$ cat src/rtl/servo_pot_ctrl.sv
// servo_pot_ctrl
//   Closes the position loop between an 8-bit target pot code and the servo
//   potentiometer, sampled once per PWM period through an external ADC, and
//   drives a direction-gated proportional PWM into the motor H-bridge.
//
// Ports
//   clk          system clock
//   rst_n        asynchronous reset, active-low
//   target       target pot code (unsigned)
//   target_valid upstream reference is in range
//   adc_start    one-cycle conversion request pulse (registered)
//   adc_done     one-cycle conversion-complete pulse, adc_data valid with it
//   adc_data     measured pot code (unsigned)
//   motor_fwd    forward drive, PWM gated by direction
//   motor_rev    reverse drive, PWM gated by direction
//   at_pos       position within the deadband (registered)
//   fault        sticky ADC-timeout flag, cleared only by rst_n
module servo_pot_ctrl #(
  parameter int unsigned PWM_BITS    = 8,
  parameter int unsigned DEADBAND    = 2,
  parameter int unsigned KP_SHIFT    = 2,
  parameter int unsigned MIN_DUTY    = 32,
  parameter int unsigned ADC_TIMEOUT = 1023
) (
  input  logic       clk,
  input  logic       rst_n,
  input  logic [7:0] target,
  input  logic       target_valid,
  output logic       adc_start,
  input  logic       adc_done,
  input  logic [7:0] adc_data,
  output logic       motor_fwd,
  output logic       motor_rev,
  output logic       at_pos,
  output logic       fault
);

  localparam int unsigned TW         = $clog2(ADC_TIMEOUT + 1);
  localparam int unsigned DUTY_MAX_I = (1 << PWM_BITS) - 1;

  typedef enum logic [1:0] {
    S_IDLE,
    S_REQ,
    S_WAIT,
    S_EVAL
  } state_t;

  state_t              state;
  logic [PWM_BITS-1:0] cnt;
  logic [PWM_BITS-1:0] live_duty;
  logic [PWM_BITS-1:0] shadow_duty;
  logic                live_fwd;
  logic                live_rev;
  logic                shadow_fwd;
  logic                shadow_rev;
  logic [TW-1:0]       tcnt;
  logic [7:0]          adc_q;

  // Evaluation datapath (consumed only in S_EVAL)
  logic [8:0]          err;
  logic [7:0]          mag;
  logic [31:0]         scaled;
  logic [PWM_BITS-1:0] duty_sat;
  logic [PWM_BITS-1:0] eval_duty;
  logic                eval_fwd;
  logic                eval_rev;
  logic                eval_at;

  logic wrap;
  logic pwm;

  assign wrap = (cnt == '1);
  assign pwm  = (cnt < live_duty);

  // Direction registers are one-hot-or-zero, so the two drives can never
  // be high together.
  assign motor_fwd = pwm & live_fwd;
  assign motor_rev = pwm & live_rev;

  always_comb begin
    err      = {1'b0, target} - {1'b0, adc_q};
    mag      = 8'(err[8] ? -err : err);
    scaled   = 32'(mag) << KP_SHIFT;
    duty_sat = (scaled > DUTY_MAX_I) ? PWM_BITS'(DUTY_MAX_I) : PWM_BITS'(scaled);

    eval_duty = '0;
    eval_fwd  = 1'b0;
    eval_rev  = 1'b0;
    eval_at   = 1'b0;

    if (!target_valid || fault) begin
      eval_at = 1'b0;
    end else if (32'(mag) <= DEADBAND) begin
      eval_at = 1'b1;
    end else begin
      eval_duty = (duty_sat < PWM_BITS'(MIN_DUTY)) ? PWM_BITS'(MIN_DUTY) : duty_sat;
      eval_fwd  = ~err[8];
      eval_rev  = err[8];
    end
  end

  always_ff @(posedge clk or negedge rst_n) begin
    if (!rst_n) begin
      state       <= S_IDLE;
      cnt         <= '0;
      live_duty   <= '0;
      shadow_duty <= '0;
      live_fwd    <= 1'b0;
      live_rev    <= 1'b0;
      shadow_fwd  <= 1'b0;
      shadow_rev  <= 1'b0;
      tcnt        <= '0;
      adc_q       <= '0;
      adc_start   <= 1'b0;
      at_pos      <= 1'b0;
      fault       <= 1'b0;
    end else begin
      cnt       <= cnt + 1'b1;
      adc_start <= 1'b0;

      // Shadow -> live only on the wrap cycle keeps every period intact.
      if (wrap) begin
        live_duty <= shadow_duty;
        live_fwd  <= shadow_fwd;
        live_rev  <= shadow_rev;
      end

      case (state)
        S_IDLE: begin
          if (cnt == '0) begin
            state     <= S_REQ;
            adc_start <= 1'b1;
          end
        end
        S_REQ: begin
          tcnt  <= '0;
          state <= S_WAIT;
        end
        S_WAIT: begin
          if (adc_done) begin
            adc_q <= adc_data;
            state <= S_EVAL;
          end else if (tcnt == TW'(ADC_TIMEOUT - 1)) begin
            // Timeout overrides the wrap load above so the motor stops now,
            // not at the next period boundary.
            fault       <= 1'b1;
            shadow_duty <= '0;
            shadow_fwd  <= 1'b0;
            shadow_rev  <= 1'b0;
            live_duty   <= '0;
            live_fwd    <= 1'b0;
            live_rev    <= 1'b0;
            state       <= S_IDLE;
          end else begin
            tcnt <= tcnt + 1'b1;
          end
        end
        S_EVAL: begin
          shadow_duty <= eval_duty;
          shadow_fwd  <= eval_fwd;
          shadow_rev  <= eval_rev;
          at_pos      <= eval_at;
          state       <= S_IDLE;
        end
        default: state <= S_IDLE;
      endcase
    end
  end

endmodule

$ cat config.mk
export PLATFORM = sky130hd
export DESIGN_NAME = servo_pot_ctrl
export DESIGN_NICKNAME = d
export VERILOG_FILES = /design/src/rtl/servo_pot_ctrl.sv
export SDC_FILE = /design/constraint.sdc
export NUM_CORES = 1
export LEC_CHECK = 0
export ABC_AREA = 1
export BUFFER_PORTS_ARGS = -buffer_cell sky130_fd_sc_hd__buf_2
export CORE_ASPECT_RATIO = 1.1
export CORE_MARGIN = 4
export CORE_UTILIZATION = 33
export CTS_BUF_LIST = sky130_fd_sc_hd__clkbuf_8 sky130_fd_sc_hd__clkbuf_16
export DETAILED_ROUTE_END_ITERATION = 10
export SYNTH_ARGS = -nofsm -noshare
export SYNTH_HDL_FRONTEND = slang
export SYNTH_SLANG_ARGS = --single-unit
$ cat constraint.sdc
create_clock -name clk -period 2.1 [get_ports clk]
set_input_delay 0.21 -clock clk [delete_from_list [all_inputs] [get_ports clk]]
set_output_delay 0.21 -clock clk [all_outputs]
set_load 0.005 [all_outputs]
==> flow_summary.rst <==
.. list-table::
   :header-rows: 1

   * - Metric
     - Value
   * - Outcome
     - finished, violations left
   * - Failing checks
     - negative setup slack
   * - Number of DRC violations after detailed routing
     - 0
   * - Crit path capture type
     - flip-flop
   * - Final Max Tran Viols
     - 0
   * - Number of instances in the synthesized netlist
     - between 300 and 400
   * - Arrival time worst endpoint
     - between 2 and 3 ns
   * - Global-route wire length before repair
     - between 10 and 15 mm
   * - Syn Area/Cell
     - 8.14 µm²
   * - Skew final
     - 0.00912 ns
   * - DP HPWL
     - 4.91 mm
   * - Area of all placed cells without fillers
     - 3760 µm²
   * - Setup Crit Path Kind
     - reg2reg
   * - Multi-input combinational cell area
     - 1640 µm²
   * - Number of routed nets with antenna violations
     - 0
   * - Core ar.
     - approximately 9000 µm²
   * - Transition at the pin with the smallest max-transition slack
     - between 0.7 and 0.8 ns
   * - Wire length per cell
     - around 12 µm
   * - Final setup fails
     - 10
   * - Crit path max fanout
     - 4
   * - Flop2flop setup slack
     - -0.26 ns
   * - Net count after synthesis
     - 422
   * - Pin count of the biggest net entering global routing
     - 35
   * - Capture instance of the worst register-to-register path
     - shadow_fwd
   * - Standard cell area after detailed placement
     - 3490 µm²
   * - Antenna violations before repair
     - 0
   * - Final hold violation count
     - 0
   * - Headroom to the max-slew limit
     - about half
   * - Launch instance of the worst min-delay path
     - adc_data[0]
   * - Sum of routed wire length over all layers
     - 6.36 mm
   * - CTS max path bufs
     - 2
   * - Die H
     - ~110 µm
   * - Terminating pin of the worst hold path
     - adc_q[0]
   * - Antenna cells
     - 0
   * - Part of the cycle the worst path needs
     - 112%
   * - Cell Area, Synth
     - 3100 µm²
   * - Maximum clock rate
     - between 0.4 and 0.5 GHz
   * - PD cells
     - 500 nW/µm²
   * - Count of buffers from port buffering
     - 24
   * - Sequential cell area fraction in the yosys report
     - between 40 and 50%
   * - Number of nets in the layout
     - ~480
   * - Ys flop type
     - dfrtp_1
   * - Die Area
     - 11000 µm²
   * - Non-filler instance count after layout
     - 552
   * - Ports
     - 25
   * - Placement row count
     - 36
   * - Time the final worst path needs with I/O delays and setup
     - 2.36 ns
   * - Max-Cap Viols
     - 0
   * - Count of placed standard cells including taps
     - 536
   * - Clk pin slew, worst setup/hold paths
     - 0.10 ns
   * - Vias in the first global route
     - 2615
   * - Max H-tree Level
     - 2
   * - Number of warning messages in the yosys log
     - 0
   * - Depth of the most critical reg-to-reg path
     - 16
   * - CTS tree
     - done
   * - GPL Wtd Cong
     - 0.759
   * - Startpoint of the most critical register-to-register path
     - adc_q[0]
   * - CTS Root Buffer Type
     - clkbuf_8
   * - Cell count of the worst hold path
     - 2
   * - Filler instances
     - 900
   * - P&R area growth vs syn
     - 21.4%
   * - Initial DRC Count
     - 70
   * - Total of flip-flops plus latches after synthesis
     - 50
   * - Leak pwr
     - 0.00200 µW
   * - Die boundary width
     - approximately 100 µm
   * - Clock latency at the later pin of the worst-skew pair
     - 0.31 ns
   * - Residual overflow from global routing
     - 0
   * - RSZ-0062 raised after global routing
     - true
   * - Total clock buffers created by CTS
     - 5
   * - Share of synthesized registers carrying an async set or reset
     - 100%
   * - Final setup slack of the worst path
     - -0.262 ns
   * - Number of enable flip-flop cells after synthesis
     - 0
   * - Area taken by flip-flops and latches
     - 1250 µm²
   * - Pre-CTS worst setup slack
     - -0.425 ns
   * - Hold Crit Class
     - in2reg
   * - Fraction of layout cells with a size suffix above 1
     - 25.1%
   * - Starting Density
     - 34.4%
   * - Overall power after layout
     - around 1900 µW
   * - Worst voltage drop across the vdd grid
     - about 0.25 mV
   * - Data required time of the critical path
     - ~2.3 ns
   * - Routed vias/inst
     - between 4 and 5
   * - Number of unique standard cell types used by synthesis
     - 41
   * - Vias post-DR
     - 2590
   * - Startpoint type of the worst setup path
     - flip-flop
   * - Clk sinks
     - 50
   * - Total routing resource utilization after global routing
     - 12.6%
   * - First-pass detailed-route iteration total
     - 4
-- power by group --
part           switching, µW  total, µW  leakage [µW]  internal (µW)
Combinational            121        209       0.00134           87.8
Sequential                 0        962      0.000606            962
Clock                    350        713     0.0000563            363
-- stage by stage --
stage	setup TNS [ns]	util [%]	hold slack (ns)
after floorplan	-1.54	-	-0.0856
final	-2.15	41.8	0.135
after detailed placement	-3.34	38.8	0.340
after global placement	-2.96	38.8	0.337
after CTS	-2.35	40.9	0.121
after global routing	-4.08	41.8	0.121
-- metal layers --
layer  up-vias  global-route usage (%)  part of all wire, %
met4         0                    3.95                 0.96
met5         -                       0                    0
li1       1346                       -                    -
met3         4                    2.41                  2.1
met2        26                    23.3                   52
met1      1214                    14.6                   45
-- cell type report --
type                            count  share of cell area, %
Tap cell                          114                   3.79
Clock buffer                        5                   1.83
Sequential cell                    50                   33.2
Timing Repair Buffer               52                   8.94
Clock inverter                      3                   1.30
Inverter                           72                   7.31
Multi-Input combinational cell    256                   43.6
-- critical path, cell delays in order, from the launching register on --
cell and delay [ns]:
dfrtp_1 0.36, ha_2 0.17, inv_2 0.04, fa_2 0.53
inv_2 0.05, ha_4 0.15, inv_2 0.06, nor2_2 0.04
nand3_2 0.10, buf_6 0.10, nand2_2 0.04, nand2_1 0.06
nand2_2 0.07, nor2_4 0.18, nand4_4 0.16, nand3_2 0.10
nand2_1 0.05
-- cell usage after synthesis, types with 2 or more instances --
master	instances	area [µm²]
xnor2_1	2	17.5
nand3_1	35	175
nor3_4	2	32.5
inv_2	7	26.3
o21ai_0	9	45.0
inv_1	65	244
nand4_1	7	43.8
dfrtp_1	50	1250
o21ai_2	3	26.3
o22ai_1	5	31.3
o21ai_1	2	10.0
nand2_2	6	37.5
nand3b_1	3	22.5
nand2_4	2	22.5
nor2_1	31	116
xor2_1	13	114
nor3_1	3	15.0
nand3_2	2	20.0
nor3_2	2	20.0
ha_1	20	250
a211oi_1	6	45.0
nand2_1	70	263
a21oi_1	18	90.1
-- state kept, by name, summed over array words and instances (netlist names), 2 cells and up --
register	cells
cnt	8
state	2
adc_q	8
live_duty	8
shadow_duty	7
tcnt	10
-- cell usage in the layout, fill, tap and decap left out, types with 2 or more instances in the layout --
cell      netlist  routed
a211oi_1        6       6
a21oi_1        18      17
a21oi_2         1       2
buf_2           1      24
buf_4           0      26
clkbuf_8        0       5
dfrtp_1        50      50
ha_1           20      18
inv_1          65      62
inv_2           7       9
nand2_1        70      65
nand2_2         6      11
nand2_4         2       2
nand3_1        35      31
nand3_2         2       5
nand3b_1        3       3
nand4_1         7       7
nand4_4         1       2
nor2_1         31      29
nor2_2          1       3
nor3_1          3       3
nor3_2          2       2
nor3_4          2       2
o21ai_0         9       7
o21ai_1         2       4
o21ai_2         3       3
o22ai_1         5       5
xnor2_1         2       2
xor2_1         13      13
-- repair_timing --
action,CTS,global route
setup endpoints to repair,10,12
hold buffers,1,0
endpoints found under the hold margin,25,0
resized for setup,10,16
setup buffers,5,2
pin swaps,8,10
-- worst max-delay path by stage --
stage          startpoint             end  slack, ns
5_1_grt          adc_q[0]      shadow_fwd      -0.42
3_3_place_gp    target[0]  shadow_duty[5]      -0.40
4_1_cts          adc_q[0]  shadow_duty[5]      -0.27
6_report         adc_q[0]      shadow_fwd      -0.26
3_5_place_dp    target[0]  shadow_duty[5]      -0.42
2_1_floorplan    adc_q[0]  shadow_duty[6]      -0.18
-- logic make-up (layout without fill, tap and decap cells) --
logic type               after synthesis  in the layout  share of synthesized area, %
AND/OR/NAND/NOR                      170            170                          27.5
AO/OA/AOI/OAI                         49             49                          9.52
XOR/XNOR                              15             15                          4.24
buffers and inverters                 75            132                          9.36
multiplexers                           1              1                         0.363
flip-flops                            50             50                          40.3
adder cells (fa/ha/maj)               21             21                          8.71
(Power assumes the default switching activity.)
